$ cat src/rtl/vx_fpu_arb_credit.sv
// FPU request arbiter: NUM_INPUTS requesters share NUM_OUTPUTS cores through per-input credit
// limits, per-output round-robin, 2-entry registered request buffers and tag-routed responses.
module vx_fpu_arb_credit #(
  parameter int NUM_INPUTS  = 4,
  parameter int NUM_OUTPUTS = 1,
  parameter int REQ_DATAW   = 64,
  parameter int RSP_DATAW   = 40,
  parameter int TAG_WIDTH   = 8,
  parameter int MAX_PENDING = 4,
  localparam int GROUPS        = (NUM_INPUTS + NUM_OUTPUTS - 1) / NUM_OUTPUTS,
  localparam int SEL_BITS      = (GROUPS > 1) ? $clog2(GROUPS) : 1,
  localparam int TAG_OUT_WIDTH = TAG_WIDTH + SEL_BITS,
  localparam int CNT_W         = $clog2(MAX_PENDING + 1)
) (
  input  logic                                 clk,
  input  logic                                 reset,
  input  logic [NUM_INPUTS-1:0]                req_valid_in,
  input  logic [NUM_INPUTS*REQ_DATAW-1:0]      req_data_in,
  input  logic [NUM_INPUTS*TAG_WIDTH-1:0]      req_tag_in,
  output logic [NUM_INPUTS-1:0]                req_ready_in,
  output logic [NUM_OUTPUTS-1:0]               req_valid_out,
  output logic [NUM_OUTPUTS*REQ_DATAW-1:0]     req_data_out,
  output logic [NUM_OUTPUTS*TAG_OUT_WIDTH-1:0] req_tag_out,
  input  logic [NUM_OUTPUTS-1:0]               req_ready_out,
  input  logic [NUM_OUTPUTS-1:0]               rsp_valid_in,
  input  logic [NUM_OUTPUTS*RSP_DATAW-1:0]     rsp_data_in,
  input  logic [NUM_OUTPUTS*TAG_OUT_WIDTH-1:0] rsp_tag_in,
  output logic [NUM_OUTPUTS-1:0]               rsp_ready_in,
  output logic [NUM_INPUTS-1:0]                rsp_valid_out,
  output logic [NUM_INPUTS*RSP_DATAW-1:0]      rsp_data_out,
  output logic [NUM_INPUTS*TAG_WIDTH-1:0]      rsp_tag_out,
  input  logic [NUM_INPUTS-1:0]                rsp_ready_out,
  output logic [NUM_INPUTS*CNT_W-1:0]          pending_out,
  output logic                                 idle,
  output logic                                 rsp_err
);

  localparam logic [CNT_W-1:0] CNT_MAX = CNT_W'(MAX_PENDING);

  logic [CNT_W-1:0]       pending_q [NUM_INPUTS];
  logic [CNT_W-1:0]       pending_d [NUM_INPUTS];
  logic                   rsp_err_q, rsp_err_d;
  logic [NUM_INPUTS-1:0]  eligible, req_fire, rsp_fire;
  logic [NUM_OUTPUTS-1:0] push, buf_empty, rsp_hit;
  logic [SEL_BITS-1:0]    win_sel [NUM_OUTPUTS];

  // NOTE: every always_comb output gets a default before any conditional write, so no latches.
  always_comb begin
    eligible = '0;
    for (int i = 0; i < NUM_INPUTS; i++)
      eligible[i] = req_valid_in[i] && (pending_q[i] != CNT_MAX);
  end

  for (genvar o = 0; o < NUM_OUTPUTS; o++) begin : g_out
    localparam int GS = (NUM_INPUTS - o + NUM_OUTPUTS - 1) / NUM_OUTPUTS;
    localparam logic [SEL_BITS-1:0] LAST = SEL_BITS'(GS - 1);

    logic [SEL_BITS-1:0]      rr_q, rr_d, win;
    logic                     found, can_accept, pop;
    logic [1:0]               cnt_q, cnt_d;
    logic [REQ_DATAW-1:0]     in_data, data0_q, data1_q;
    logic [TAG_OUT_WIDTH-1:0] in_tag, tag0_q, tag1_q;

    // Search starts at the pointer and wraps within this output's group.
    always_comb begin
      int g;
      found = 1'b0;
      win   = '0;
      g     = 0;
      for (int k = 0; k < GS; k++) begin
        g = int'(rr_q) + k;
        if (g >= GS) g = g - GS;
        if (!found && eligible[g*NUM_OUTPUTS + o]) begin
          found = 1'b1;
          win   = SEL_BITS'(g);
        end
      end
    end

    always_comb begin
      in_data = '0;
      in_tag  = '0;
      for (int g = 0; g < GS; g++) begin
        if (win == SEL_BITS'(g)) begin
          in_data = req_data_in[(g*NUM_OUTPUTS + o)*REQ_DATAW +: REQ_DATAW];
          in_tag  = {req_tag_in[(g*NUM_OUTPUTS + o)*TAG_WIDTH +: TAG_WIDTH], SEL_BITS'(g)};
        end
      end
    end

    assign pop          = (cnt_q != 2'd0) && req_ready_out[o];
    assign can_accept   = (cnt_q != 2'd2) || pop;
    assign push[o]      = found && can_accept;
    assign win_sel[o]   = win;
    assign buf_empty[o] = (cnt_q == 2'd0);
    assign rr_d         = (win == LAST) ? '0 : win + 1'b1;
    assign cnt_d        = cnt_q + {1'b0, push[o]} - {1'b0, pop};

    // NOTE: state registers use non-blocking assignments so every flop samples pre-edge values.
    always_ff @(posedge clk) begin
      if (reset) begin
        cnt_q <= '0;
        rr_q  <= '0;
      end else begin
        cnt_q <= cnt_d;
        if (push[o]) rr_q <= rr_d;
      end
    end

    // NOTE: payload slots are not reset; cnt_q alone says which slots hold live data.
    always_ff @(posedge clk) begin
      if (push[o] && ((cnt_q == 2'd0) || (cnt_q == 2'd1 && pop))) begin
        data0_q <= in_data;
        tag0_q  <= in_tag;
      end else if (pop && cnt_q == 2'd2) begin
        data0_q <= data1_q;
        tag0_q  <= tag1_q;
      end
      if (push[o] && ((cnt_q == 2'd1 && !pop) || cnt_q == 2'd2)) begin
        data1_q <= in_data;
        tag1_q  <= in_tag;
      end
    end

    assign req_valid_out[o]                              = !buf_empty[o];
    assign req_data_out[o*REQ_DATAW +: REQ_DATAW]         = data0_q;
    assign req_tag_out[o*TAG_OUT_WIDTH +: TAG_OUT_WIDTH]  = tag0_q;
  end

  always_comb begin
    req_fire = '0;
    for (int i = 0; i < NUM_INPUTS; i++)
      req_fire[i] = push[i % NUM_OUTPUTS] &&
                    (win_sel[i % NUM_OUTPUTS] == SEL_BITS'(i / NUM_OUTPUTS));
  end

  assign req_ready_in = req_fire;

  // Each input listens to exactly one output; the tag's sel field decides who sees valid.
  always_comb begin
    rsp_valid_out = '0;
    rsp_data_out  = '0;
    rsp_tag_out   = '0;
    rsp_ready_in  = '1;
    rsp_hit       = '0;
    for (int i = 0; i < NUM_INPUTS; i++) begin
      rsp_data_out[i*RSP_DATAW +: RSP_DATAW] =
        rsp_data_in[(i % NUM_OUTPUTS)*RSP_DATAW +: RSP_DATAW];
      rsp_tag_out[i*TAG_WIDTH +: TAG_WIDTH] =
        rsp_tag_in[(i % NUM_OUTPUTS)*TAG_OUT_WIDTH + SEL_BITS +: TAG_WIDTH];
      if (rsp_tag_in[(i % NUM_OUTPUTS)*TAG_OUT_WIDTH +: SEL_BITS] == SEL_BITS'(i / NUM_OUTPUTS)) begin
        rsp_valid_out[i]              = rsp_valid_in[i % NUM_OUTPUTS];
        rsp_ready_in[i % NUM_OUTPUTS] = rsp_ready_out[i];
        rsp_hit[i % NUM_OUTPUTS]      = 1'b1;
      end
    end
  end

  assign rsp_fire = rsp_valid_out & rsp_ready_out;

  always_comb begin
    pending_d = pending_q;
    rsp_err_d = rsp_err_q;
    for (int o = 0; o < NUM_OUTPUTS; o++)
      if (rsp_valid_in[o] && !rsp_hit[o]) rsp_err_d = 1'b1;
    for (int i = 0; i < NUM_INPUTS; i++) begin
      if (rsp_fire[i] && pending_q[i] == '0) rsp_err_d = 1'b1;
      if (req_fire[i] && !rsp_fire[i])
        pending_d[i] = pending_q[i] + 1'b1;
      else if (!req_fire[i] && rsp_fire[i] && pending_q[i] != '0)
        pending_d[i] = pending_q[i] - 1'b1;
    end
  end

  always_ff @(posedge clk) begin
    if (reset) begin
      for (int i = 0; i < NUM_INPUTS; i++) pending_q[i] <= '0;
      rsp_err_q <= 1'b0;
    end else begin
      pending_q <= pending_d;
      rsp_err_q <= rsp_err_d;
    end
  end

  always_comb begin
    pending_out = '0;
    idle        = &buf_empty;
    for (int i = 0; i < NUM_INPUTS; i++) begin
      pending_out[i*CNT_W +: CNT_W] = pending_q[i];
      if (pending_q[i] != '0) idle = 1'b0;
    end
  end

  assign rsp_err = rsp_err_q;

endmodule

$ cat config.mk
export PLATFORM = sky130hd
export DESIGN_NAME = vx_fpu_arb_credit
export DESIGN_NICKNAME = d
export VERILOG_FILES = /design/src/rtl/vx_fpu_arb_credit.sv
export SDC_FILE = /design/constraint.sdc
export NUM_CORES = 1
export LEC_CHECK = 0
export BUFFER_PORTS_ARGS = -buffer_cell sky130_fd_sc_hd__buf_2
export CORE_AREA = 2 2 246 248
export DETAILED_ROUTE_END_ITERATION = 10
export DIE_AREA = 0 0 248 250
export HOLD_SLACK_MARGIN = 0.06
export PLACE_DENSITY = 0.51
export SLEW_MARGIN = 20
export SYNTH_ARGS = -nofsm -noshare
export SYNTH_HDL_FRONTEND = slang
export SYNTH_SLANG_ARGS = --single-unit
$ cat constraint.sdc
create_clock -name clk -period 6.1 [get_ports clk]
set_clock_uncertainty 0.2 [all_clocks]
set_input_delay 0.305 -clock clk [delete_from_list [all_inputs] [get_ports clk]]
set_output_delay 0.305 -clock clk [all_outputs]
set_load 0.02 [all_outputs]
After elaboration in Yosys (flattened, before gate mapping)
Index checks and enable logic that the tools add are counted.

word-level totals
  logic and storage cells = 187
  register bits after elaboration = 165
  output and inout port bits = 290
  input port bits = 350

operators by class
  bitwise logic cells = 1
  mux-type cells = 66
  $add $sub $neg = 18
  order comparisons = 8
  reduce and logical (&&, ||, !) cells = 70
  equal/unequal tests = 13

operator list
  operator             number
  $mux 64              6
  $lt 32x4->1 const B  4
  $mux 32              4
  $mux 10              6
  $logic_and 1x1->1    35
  $mux 1               33
  $mux 3               8
  $logic_not 1->1      14
  $add 3x1->3 const B  4
  $logic_not 3->1      4
  $ne 3x3->1 const B   4
  $reduce_bool 2->1    6
  $reduce_bool 3->1    4
  $sub 3x1->3 const B  4
  $sub 3x3->4 const B  3
  $eq 2x2->1 const B   5
  $mux 2               5
  $ge 3x3->1 const B   3
  $bmux 1 s2           4
  $add 2x2->3 const B  2
  $eq 2x1->1 const B   3
  $logic_not 2->1      3
  $reduce_bool 5->1    1
  $and 4x4->4          1
  8 further kinds      10

Logic depth before layout (Yosys ltp)
Gate-level depths: netlist of run 1.

  depth after elaboration = 22
  gate-level depth with buffers = 15
  gate-level depth less buffers = 14

Worst setup path after synthesis of run 1
No wires, ideal clock.

  path type = register to register
  start point = register pending_q (netlist bit pending_out[3])
  end point = register g_out[0].data1_q[0] (enable)
  setup time = 0.538 ns
  arrival time = 4.648 ns
  cell stages (with the launch flop) = 4
  path slack = 0.714 ns
  buffers on the path = 0
  required time = 5.362 ns
  period minus slack after synthesis = 5.386 ns
  path through = dfxtp_1 -> nor3b_2 -> a2bb2oi_4 -> a22oi_1

between the ends
  longest elaborated chain between the ends = 17
  elaborated cells between the ends (all ways) = 26
  those cells by class = eq/ne: 1; mux: 16; reduce/logical: 9

RTL lines
  item                                       line  text
  start, declared                            40    logic [CNT_W-1:0] pending_q [NUM_INPUTS];
  start signal, assigned                     180   pending_q <= pending_d;
  $ne 3x3->1 (*)                             51    eligible[i] = req_valid_in[i] && (pending_q[i] != CNT_MAX);
  $logic_and 1x1->1 (*)                      51
  $bmux 1 s2                                 73    if (!found && eligible[g*NUM_OUTPUTS + o]) begin
  $mux 1 (not written as such) (2 in a row)  73
  $mux 1                                     73
  $logic_not 1->1                            73
  $logic_and 1x1->1                          73
  $mux 1                                     73
  $logic_not 1->1                            73
  $logic_and 1x1->1                          73
  $mux 1                                     73
  $logic_not 1->1                            73
  $logic_and 1x1->1                          73
  $mux 1 (*)                                 73
  $logic_and 1x1->1 (*)                      93    assign push[o] = found && can_accept;
  $logic_and 1x1->1 (*)                      119   if (push[o] && ((cnt_q == 2'd1 && !pop) || cnt_q == 2'd2)) begin
  end signal, assigned                       120   data1_q <= in_data;
  end, declared                              61    logic [REQ_DATAW-1:0] in_data, data0_q, data1_q;

Every way passes the cells marked *; elsewhere a longest branch is shown, timed or not. The select of a mux whose other input is x is not followed.
A chain may end at the register's enable or synchronous reset.

Final worst setup path of run 1
  start point = register pending_q (netlist bit pending_out[0])
  end point = register g_out[0].tag1_q[4], data pin

between the ends
  longest elaborated chain between the ends = 20
  elaborated cells between the ends (all ways) = 35
  those cells by class = eq/ne: 4; mux: 23; reduce/logical: 8

RTL lines
  item                                       line  text
  $ne 3x3->1 (*)                             51
  $logic_and 1x1->1 (*)                      51
  $bmux 1 s2                                 73
  $mux 1 (not written as such) (2 in a row)  73
  $mux 1                                     73
  $logic_not 1->1                            73
  $logic_and 1x1->1                          73
  $mux 1                                     73
  [... 2 more ...]                           -
  $mux 1                                     73
  $logic_not 1->1                            73
  $logic_and 1x1->1                          73
  $mux 2 (*)                                 73
  $logic_not 2->1                            84    if (win == SEL_BITS'(g)) begin
  $mux 10 (3 in a row)                       84
  $mux 10 (*)                                84
  via g_out[0].in_tag[4]                     62    logic [TAG_OUT_WIDTH-1:0] in_tag, tag0_q, tag1_q;
  end signal, assigned                       121   tag1_q <= in_tag;
  end, declared                              62

The timed path passes the listed nets; every way through them passes the cells marked *. The select of a mux whose other input is x is not followed.

==> metrics.cfg, run 1 <==
[synthesis]
synth_area_per_cell_um2 = 9.83
synth.most_common_cell = buf_4
syn-cell-area_um2 = 10600
yosysTopAreaCell = edfxtp_1
yosysSeqAreaShare = 0.450
synth_warnings = 0
netlist_instances = 1080
yosysTopAreaCellShare = 0.418
synth_seq_cells = 165
async_reset_ff_frac = 0
ys_top_cells_by_count = buf_4, nand2_1, edfxtp_1, a21oi_1, mux2_2
synth_ff_type = edfxtp_1
netlist_top_cells_area = edfxtp_1, buf_4, mux2_2, a21oi_1, nand2_1
synth_cell_types = 50
synth_edf_count = 148
syn-num-nets = 1440

[finish]
drive_gt1_frac = 0.395
final_cell_area_um2 = 13600
finalNetCount = 1707
syn_to_final_growth_pct = 27.9
final_cells = 2144

[clocking]
clk_path_buf_depth = 2
cts_root_buf = clkbuf_16
cts_tree = built
post_cts_buffers = 0
htreeDepth = 4
cts_buffers = 17
clk_pin_slew_ns = 0.07
cts.sinks = 165
post_cts_resize_count = 0
clk_latency_ns = 0.46

[min_path]
hold_path_end = g_out[0].tag1_q[2]$_DFFE_PP_
hold_path_class = in -> reg
min_from = req_tag_in[16]
whs_path_depth = 3

[die]
die_h_um = 250
io_pins = 640
fp.dieW_um = 248
core.rowCount = 90
dieArea_um2 = 62000
start_util = 0.178
core_um2 = 59600

[critical_path]
slowest_delay_ns = 0.57
worstReg2RegEnd = g_out[0].tag1_q[4]$_DFFE_PP_
worst_setup_path_start_kind = flip-flop
critPathMaxFanout = 76
path_cells = or3b_1 -> nand3_1 -> nand2_1 -> a221oi_1 -> and2_1 -> ha_4 -> buf_12 -> nand2_1 -> a21oi_1 -> a21oi_1 -> o21ai_0 -> dlygate4sd3_1
cp.required_ns = 6.24
ff2ff_setup_slack_ns = 1.79
endpoint_kind = flip-flop
crit_path_top_delay_cell = dlygate4sd3_1
criticalPathCategory = reg -> reg
arrival_ns = 4.45
crit-reg2reg-launch = pending_out[0]$_SDFFE_PP0P_
reg2reg_depth = 12

[power_and_ir_drop]
switchingPower_mw = 2.95
p_per_area_nw_per_um2 = 515
seq_power_share = 0.316
combPwrFrac = 0.535
p_leak_nw = 5.40
power.total_mw = 6.99
power_frac_clock = 0.149
switching_share = 0.422
ir_worst_vdd_mv = 0.201
p_int_mw = 4.04

[grt]
overflow = 0
grt_pass1_vias = 8658
grt_pass1_wl_um = 54000
antenna_found_initial = 5
grt_max_degree = 78
groute.usage.overall = 0.120

[sta]
setup_violations = 0
max_freq_mhz = 232
setup_tns_ns = 0
tightest_slew_ns = 0.907
max_slew_margin = 0.396
drv_slew = 0
fin_ws_ns = 1.79
report.final.hold_viol_count = 0
rsz0062_at_grt = false
period_needed_ns = 4.31
period_share = 0.706

[place]
io_buffers = 399
placed_area_um2 = 12100
gp_congestion = 0.848
dp.cells = 2015
post-dp-hpwl_um = 29000
dpl_worst_slack_ns = 1.81

[run_status]
outcome = completed

[detailed_routing]
routed_wl_um = 39000
vias_per_cell = 4.12
firstDrtPassIters = 4
antenna_left = 0
drc = 0
routedWlPerCell_um = 18.2
drt_first_iter_violations = 404
vias = 8828

[flow_run]
cap_violations = 0

[through the flow]
| stage | hold slack, ns | util |
|---|---|---|
| detailed placement | 0.322 | 0.203 |
| global placement | 0.321 | 0.203 |
| floorplan | 0.288 | - |
| global route | 0.0867 | 0.228 |
| finish | 0.0969 | 0.228 |
| CTS | 0.0603 | 0.228 |
[worst max-delay path, delay by kind of cell, from the launching register on]
family          cells  cell delay [ns]
fa+ha+maj           1             0.45
simple gates        5             1.16
flops               1             0.37
buf+inv             2             0.87
compound gates      4             1.05
[power by group through the flow]
stage               Clock [mW]  Sequential [mW]  Combinational [mW]
global placement             0             2.22                3.57
finish                    1.04             2.21                3.74
floorplan                    0             2.62                2.20
CTS                       1.10             2.22                3.85
detailed placement           0             2.24                3.65
global route              1.13             2.26                4.14
[cell families (layout without fill, tap and decap cells)]
kind of cell / Yosys count / count (layout) / share of synthesized area
buffers and inverters: 269 / 549 / 0.165
and+or+nand+nor: 294 / 294 / 0.144
adders and majority gates: 10 / 10 / 0.0146
other: 0 / 2 / 0
AOI/OAI and AO/OA: 252 / 252 / 0.131
muxes: 86 / 86 / 0.0914
xor gates and xnor gates: 4 / 4 / 0.00330
DFF: 165 / 165 / 0.450
[layout make-up]
class                   count  area [um^2]
diodes                      2         5.00
repair buffers            506         3060
multi-input cells         646         4170
inverters                  11         41.3
clock buffers              18          429
clock inverters            14          123
well taps                 782          978
flip-flops and latches    165         4780
fillers                  6477        46000
[state kept, by name, indices dropped and copies added, names as in the netlist]
| signal | count |
|---|---|
| g_out.cnt_q | 2 |
| g_out.rr_q | 2 |
| g_out.tag1_q | 10 |
| g_out.data1_q | 64 |
| pending_out | 12 |
| req_tag_out | 10 |
| req_data_out | 64 |
| rsp_err | 1 |
[worst max-delay path by stage]
stage                                 from                             to  slack (ns)
2_1_floorplan  pending_out[3]$_SDFFE_PP0P_  g_out[0].data1_q[0]$_DFFE_PP_        0.71
3_3_place_gp   pending_out[0]$_SDFFE_PP0P_    pending_out[7]$_SDFFE_PP0P_        1.96
3_5_place_dp   pending_out[0]$_SDFFE_PP0P_    pending_out[7]$_SDFFE_PP0P_        1.81
4_1_cts        pending_out[0]$_SDFFE_PP0P_   g_out[0].tag1_q[4]$_DFFE_PP_        1.73
5_1_grt        pending_out[0]$_SDFFE_PP0P_   g_out[0].tag1_q[4]$_DFFE_PP_        1.43
6_report       pending_out[0]$_SDFFE_PP0P_   g_out[0].tag1_q[4]$_DFFE_PP_        1.79
[cell usage in the layout, fill, tap and decap left out, types with 11 or more instances in the layout]
cell,n
buf_2,399
nand2_1,155
edfxtp_1,148
a21oi_1,143
dlygate4sd3_1,95
mux2_2,78
o21ai_0,74
nand3b_1,72
clkbuf_16,17
dfxtp_1,17
nor2_1,12
nand2b_1,11
[repair_timing]
action	CTS	global route
hold buffers	95	0
setup endpoints to repair	0	0
hold endpoints to repair	89	0
[layer usage]
layer | part of all wire | track usage | vias up
li1 | - | - | 4171
met1 | 0.35 | 0.115 | 4144
met2 | 0.52 | 0.223 | 463
met3 | 0.092 | 0.0469 | 46
met4 | 0.032 | 0.0532 | 4
met5 | 0.00069 | 0 | -
No activity file was read; power rests on OpenSTA's default activity.
==> run 2: changes to the inputs <==
ABC_AREA = 1   (was default)
CORE_AREA = 2 2 250 252   (was 2 2 246 248)
DIE_AREA = 0 0 252 254   (was 0 0 248 250)
PLACE_DENSITY = 0.5   (was 0.51)
clock period = 4.48 ns   (was 6.1 ns; I/O delays follow)
==> run 2 against run 1 <==
Against the previous run: final cell count is 12% higher; worst setup slack worse by 1.4 ns; sequential share of layout area is 2.9 points lower; synthesized cell count is 13% higher; non-clock buffer count is 131 higher; register-to-register slack worse by 1.4 ns.
==> metrics.cfg, run 2 <==
[synthesis]
netlist_top_cells_area = edfxtp_1, buf_4, nand2_1, nand3_1, o211ai_1  ; was edfxtp_1, buf_4, mux2_2, a21oi_1, nand2_1
netlist_instances = 1220  ; was 1080
yosysTopAreaCellShare = 0.417  ; was 0.418
syn-num-nets = 1580  ; was 1440
syn-cell-area_um2 = 10600  ; about the same
yosysSeqAreaShare = 0.449  ; was 0.450
synth_seq_cells = 165  ; unchanged
synth_cell_types = 30  ; was 50
synth_area_per_cell_um2 = 8.73  ; was 9.83 um^2
synth_warnings = 0  ; unchanged
synth_ff_type = edfxtp_1  ; unchanged
yosysTopAreaCell = edfxtp_1  ; unchanged
ys_top_cells_by_count = nand2_1, buf_4, edfxtp_1, nand3_1, nor2_1  ; was buf_4, nand2_1, edfxtp_1, a21oi_1, mux2_2
synth.most_common_cell = nand2_1  ; was buf_4
async_reset_ff_frac = 0  ; unchanged
synth_edf_count = 148  ; unchanged

[grt]
grt_pass1_wl_um = 63800  ; was 54000 um
grt_max_degree = 83  ; was 78
antenna_found_initial = 2  ; was 5
grt_pass1_vias = 10300  ; was 8658
overflow = 0  ; unchanged
groute.usage.overall = 0.137  ; was 0.120

[detailed_routing]
vias = 10400  ; was 8828
vias_per_cell = 4.30  ; was 4.12
routed_wl_um = 45600  ; was 39000 um
routedWlPerCell_um = 18.9  ; was 18.2 um
firstDrtPassIters = 5  ; was 4
drt_first_iter_violations = 700  ; was 404
antenna_left = 0  ; unchanged
drc = 0  ; unchanged

[die]
dieArea_um2 = 64000  ; was 62000 um^2
fp.dieW_um = 252  ; was 248 um
io_pins = 640  ; unchanged
die_h_um = 254  ; was 250 um
start_util = 0.174  ; was 0.178
core_um2 = 61300  ; was 59600 um^2
core.rowCount = 91  ; was 90

[finish]
syn_to_final_growth_pct = 39.1  ; was 27.9%
finalNetCount = 1969  ; was 1707
antennaDiodeCount = 0  ; was 2
drive_gt1_frac = 0.292  ; was 0.395
final_cell_mix = buf_2, nand2_1, dlygate4sd3_1, edfxtp_1, nand3_1  ; was buf_2, nand2_1, edfxtp_1, a21oi_1, dlygate4sd3_1
final_common_cell = buf_2  ; unchanged

[critical_path]
arrival_ns = 4.15  ; was 4.45 ns
cp.required_ns = 4.50  ; was 6.24 ns
ff2ff_setup_slack_ns = 0.35  ; was 1.79 ns
criticalPathCategory = reg -> reg  ; unchanged
crit_path_start = g_out[0].rr_q[0]$_SDFFE_PP0N_  ; was pending_out[0]$_SDFFE_PP0P_
crit-reg2reg-launch = g_out[0].rr_q[0]$_SDFFE_PP0N_  ; was pending_out[0]$_SDFFE_PP0P_
worst_setup_path_start_kind = flip-flop  ; unchanged
endpoint_kind = flip-flop  ; unchanged
critPathMaxFanout = 36  ; was 76

[sta]
setup_violations = 0  ; unchanged
period_share = 0.921  ; was 0.706
report.final.hold_viol_count = 0  ; unchanged
max_slew_margin = 0.432  ; was 0.396
drv_slew = 0  ; unchanged
rsz0062_at_grt = false  ; unchanged
max_freq_mhz = 242  ; was 232 MHz
fin_ws_ns = 0.353  ; was 1.79 ns
tightest_slew_ns = 0.852  ; was 0.907 ns
period_needed_ns = 4.13  ; was 4.31 ns
setup_tns_ns = 0  ; unchanged

[min_path]
hold_path_class = in -> reg  ; unchanged
min_from = req_data_in[67]  ; was req_tag_in[16]

[clocking]
cts_tree = built  ; unchanged
clk_path_buf_depth = 2  ; unchanged
clk_latency_ns = 0.47  ; was 0.46 ns
cts.sinks = 165  ; unchanged
htreeDepth = 4  ; unchanged
post_cts_buffers = 0  ; unchanged
cts_buffers = 17  ; unchanged
clk_pin_slew_ns = 0.07  ; about the same
cts_root_buf = clkbuf_16  ; unchanged

[place]
gp_congestion = 0.822  ; was 0.848
post-dp-hpwl_um = 32600  ; was 29000 um
io_buffers = 399  ; unchanged
dpl_worst_slack_ns = 0.594  ; was 1.81 ns

[run_status]
outcome = completed  ; unchanged

[flow_run]
cap_violations = 0  ; unchanged

## run 2: cell types whose count changed after synthesis, sizes merged, moves of 7 or more
cell	before	now
a211oi	9	0
a21oi	143	89
a31oi	4	75
inv	11	34
mux2	78	0
mux2i	7	0
nand2	155	272
nand2b	12	0
nand3	3	112
nand3b	72	2
nor2	12	101
nor2b	10	0
o211ai	0	72
o21ai	76	7
## run 2: layer usage
layer	vias up	global-route usage	routed length [um]	share of wire
li1	4854	-	-	-
met1	4798	0.133	15700	0.35
met2	618	0.248	23300	0.51
met3	86	0.0505	4240	0.093
met4	2	0.0832	2350	0.051
met5	-	0	13	0.00028
## run 2: final timing paths
path | end | cells past startpoint
worst min-delay path | req_data_out[3]$_DFFE_PP_ | 5
worst min register to register | g_out[0].cnt_q[1]$_SDFF_PP0_ | 1
worst max-delay path | g_out[0].data1_q[62]$_DFFE_PP_ | 18
worst max register to register | g_out[0].data1_q[62]$_DFFE_PP_ | 18
## run 2: metrics by stage
stage	cell area (um^2)	utilization	hold slack, ns	std cells
finish	14800	0.242	0.109	2411
global route	14800	0.242	0.112	2411
CTS	14800	0.242	0.0625	2411
detailed placement	12100	0.197	0.239	2160
global placement	12100	0.197	0.248	2160
floorplan	10700	-	0.0952	1220
## run 2: final cells by class
| cell class | instances | area, um^2 |
|---|---|---|
| fill | 6619 | 46400 |
| sequential | 165 | 4780 |
| timing repair buffer | 637 | 4370 |
| multi-input combinational | 754 | 3980 |
| tap | 790 | 988 |
| clock buffer | 17 | 425 |
| inverter | 34 | 135 |
| clock inverter | 14 | 126 |
## run 2: kinds of logic (layout without fill, tap and decap cells)
kind of cell,count (synthesis),after routing,share of synthesized area
xor gates and xnor gates,3,3,0.00317
adders and majority gates,10,10,0.0146
AOI/OAI and AO/OA,244,244,0.156
DFF,165,165,0.449
and+or+nand+nor,497,497,0.193
buffers and inverters,301,702,0.184
## run 2: repair_timing
| item | CTS | global route |
|---|---|---|
| setup endpoints to repair | 0 | 38 |
| resized for setup | 0 | 1 |
| hold buffers | 220 | 0 |
| hold endpoints to repair | 147 | 0 |
## run 2: worst max-delay path: stages, from the launching register on
cell and delay (ns):
dfxtp_1 0.49, inv_2 0.11, nand3_1 0.12, nand2_1 0.12, o21ai_4 0.20, inv_1 0.06
nor2_1 0.14, nand2_1 0.09, nand3_1 0.07, o21ai_0 0.07, o21ai_1 0.26, inv_1 0.20
ha_4 0.22, buf_4 0.29, a21oi_1 0.36, nand2_1 0.10, o211ai_1 0.13, dlygate4sd3_1 0.58
nand2_1 0.04
Power of run 2 is not shown: default switching activity piles up to over one toggle a cycle in this logic, so the estimate is an artifact.
==> run 3: changes to the inputs <==
CAP_MARGIN = 20   (was default)
clock period = 4.1 ns   (was 4.48 ns; I/O delays follow)
==> run 3 against run 2 <==
Against the previous run: first-iteration DRC count rose by 27%; wire length is 4.2% higher; worst setup slack got worse by 0.033 ns; via count up 5.9%; design area grew 5.8%; sequential share of layout area fell by 1.8 points; non-clock buffer count increased by 83.
==> metrics.cfg, run 3 (same netlist as run 2, synthesis figures left out) <==
[critical_path]
cp.required_ns = 4.11  ; was 4.50 ns
crit_path_top_delay_cell = dlygate4sd3_1  ; unchanged
worst_path_most_repeated_cell = nand2_1  ; unchanged
critPathMaxFanout = 50  ; was 36
arrival_ns = 3.79  ; was 4.15 ns
crit_path_start = pending_out[6]$_SDFFE_PP0P_  ; was g_out[0].rr_q[0]$_SDFFE_PP0N_
worst_setup_path_start_kind = flip-flop  ; unchanged
endpoint_kind = flip-flop  ; unchanged
path_cells = inv_1 -> nand3_1 -> nand3_1 -> nand2_1 -> o21ai_4 -> inv_1 -> nor2_1 -> nand2_1 -> nand3_1 -> o21ai_0 -> o21ai_2 -> inv_2 -> ha_4 -> buf_4 -> buf_12 -> a21oi_1 -> nand2_1 -> o211ai_1 -> nand2_1 -> dlygate4sd3_1  ; was inv_2 -> nand3_1 -> nand2_1 -> o21ai_4 -> inv_1 -> nor2_1 -> nand2_1 -> nand3_1 -> o21ai_0 -> o21ai_1 -> inv_1 -> ha_4 -> buf_4 -> a21oi_1 -> nand2_1 -> o211ai_1 -> dlygate4sd3_1 -> nand2_1
slowest_delay_ns = 0.56  ; was 0.58 ns
criticalPathCategory = reg -> reg  ; unchanged
crit-reg2reg-launch = pending_out[6]$_SDFFE_PP0P_  ; was g_out[0].rr_q[0]$_SDFFE_PP0N_

[detailed_routing]
maxUsedRoutingLayer = met4  ; was met5
firstDrtPassIters = 7  ; was 5
antenna_left = 0  ; unchanged
routed_wl_um = 47500  ; was 45600 um
drt_first_iter_violations = 890  ; was 700
wl_met1_um = 15900  ; was 15700 um
drc = 0  ; unchanged
vias = 11000  ; was 10400
vias_per_cell = 4.39  ; was 4.30
route.met2.wl_um = 24300  ; was 23300 um
dr_wl_met3_um = 4160  ; was 4240 um
routedWlPerCell_um = 19.0  ; was 18.9 um

[clocking]
clk_pin_slew_ns = 0.07  ; about the same
htreeDepth = 4  ; unchanged
cts_buffers = 17  ; unchanged
clk_latency_ns = 0.47  ; about the same
cts_root_buf = clkbuf_16  ; unchanged
cts_tree = built  ; unchanged
cts.sinks = 165  ; unchanged
clk_path_buf_depth = 2  ; unchanged

[sta]
drv_slew = 0  ; unchanged
period_needed_ns = 3.78  ; was 4.13 ns
rsz0062_at_grt = false  ; unchanged
report.final.hold_viol_count = 0  ; unchanged
max_slew_margin = 0.513  ; was 0.432
setup_tns_ns = 0  ; unchanged
setup_violations = 0  ; unchanged
period_share = 0.922  ; was 0.921
tightest_slew_ns = 0.730  ; was 0.852 ns
max_freq_mhz = 265  ; was 242 MHz

[run_status]
outcome = completed  ; unchanged

[die]
die_h_um = 254  ; unchanged
core.rowCount = 91  ; unchanged
dieArea_um2 = 64000  ; unchanged
fp.dieW_um = 252  ; unchanged
start_util = 0.174  ; unchanged
core_um2 = 61300  ; unchanged
io_pins = 640  ; unchanged

[power_and_ir_drop]
switchingPower_mw = 9.81
p_leak_nw = 6.75
switching_share = 0.511
ir_worst_vdd_mv = 0.717
p_per_area_nw_per_um2 = 1230
p_int_mw = 9.39
combPwrFrac = 0.691
seq_power_share = 0.221
power_frac_clock = 0.087

[grt]
overflow = 0  ; unchanged
antenna_found_initial = 2  ; unchanged
grt_max_degree = 56  ; was 83
groute.usage.overall = 0.142  ; was 0.137
grt_pass1_wl_um = 66200  ; was 63800 um
grt_pass1_vias = 11100  ; was 10300

[place]
io_buffers = 399  ; unchanged
placed_area_um2 = 12100  ; about the same
post-dp-hpwl_um = 33100  ; was 32600 um
gp_congestion = 0.834  ; was 0.822

[finish]
finalNetCount = 2052  ; was 1969
fill_cells = 6495  ; was 6619
syn_to_final_growth_pct = 47.1  ; was 39.1%
final_cell_mix = buf_2, dlygate4sd3_1, nand2_1, edfxtp_1, nand3_1  ; was buf_2, nand2_1, dlygate4sd3_1, edfxtp_1, nand3_1
drive_gt1_frac = 0.291  ; was 0.292
final_cell_area_um2 = 15700  ; was 14800 um^2
final_common_cell = buf_2  ; unchanged

[min_path]
min_from = req_data_in[72]  ; was req_data_in[67]
hold_path_class = in -> reg  ; unchanged

[flow_run]
cap_violations = 0  ; unchanged

## run 3: cell count changes in the layout (fill, tap and decap cells not counted), sizes merged
cell         before  now
buf             417  434
bufinv            1    2
clkinv            8    7
clkinvlp          2    0
diode             0    2
dlygate4sd3     220  286
inv              37   40
## run 3: timing repair
action	in CTS	in global routing
hold endpoints to repair	154	0
hold buffers	286	0
gates resized for setup	0	5
endpoints found under the setup margin	0	79
buffers inserted	0	10
## run 3: critical path: cells and delay by family, from the launching register on
| family | cells | cell delay [ns] |
|---|---|---|
| simple gates | 8 | 0.81 |
| buf+inv | 6 | 1.18 |
| flops | 1 | 0.35 |
| compound gates | 5 | 0.75 |
| fa+ha+maj | 1 | 0.20 |
## run 3: worst paths after layout
kind,to,cells after the start,slack [ns]
worst max-delay path,g_out[0].data1_q[21]$_DFFE_PP_,20,0.32
worst min-delay path,g_out[0].data1_q[8]$_DFFE_PP_,5,0.10
worst max register to register,g_out[0].data1_q[21]$_DFFE_PP_,20,0.32
worst min register to register,g_out[0].cnt_q[1]$_SDFF_PP0_,1,0.35
## run 3: routing by layer
| layer | GRT usage | up-vias |
|---|---|---|
| li1 | - | 5024 |
| met1 | 0.132 | 5027 |
| met2 | 0.257 | 740 |
| met3 | 0.0516 | 174 |
| met4 | 0.100 | 0 |
| met5 | 0 | - |
## run 3: stage by stage
stage	cells	power (mW)	hold WS, ns	setup slack, ns	utilization
6_report	2497	19.2	0.100	0.320	0.256
5_1_grt	2497	20.9	0.0968	0.000577	0.256
4_1_cts	2485	19.1	0.0603	0.0131	0.254
3_5_place_dp	2167	16.9	0.210	0.292	0.198
3_3_place_gp	2167	16.6	0.210	0.418	0.198
2_1_floorplan	1220	13.1	0.0762	0.239	-
## run 3: power by group through the flow
| stage | clock, mW | sequential [mW] | combinational (mW) |
|---|---|---|---|
| floorplan | 0 | 4.84 | 8.25 |
| global placement | 0 | 4.27 | 12.3 |
| detailed placement | 0 | 4.29 | 12.6 |
| CTS | 1.76 | 4.26 | 13.0 |
| global route | 1.82 | 4.35 | 14.7 |
| finish | 1.68 | 4.25 | 13.3 |
## run 3: final cells by class
cell class / count / area, um^2 / area share
Timing Repair Buffer: 720 / 5180 / 0.330
Sequential cell: 165 / 4790 / 0.306
Multi-Input combinational cell: 754 / 3980 / 0.254
Tap cell: 790 / 988 / 0.0631
Clock buffer: 17 / 425 / 0.0272
Clock inverter: 15 / 166 / 0.0106
Inverter: 34 / 135 / 0.00863
Antenna cell: 2 / 5.00 / 0.000320
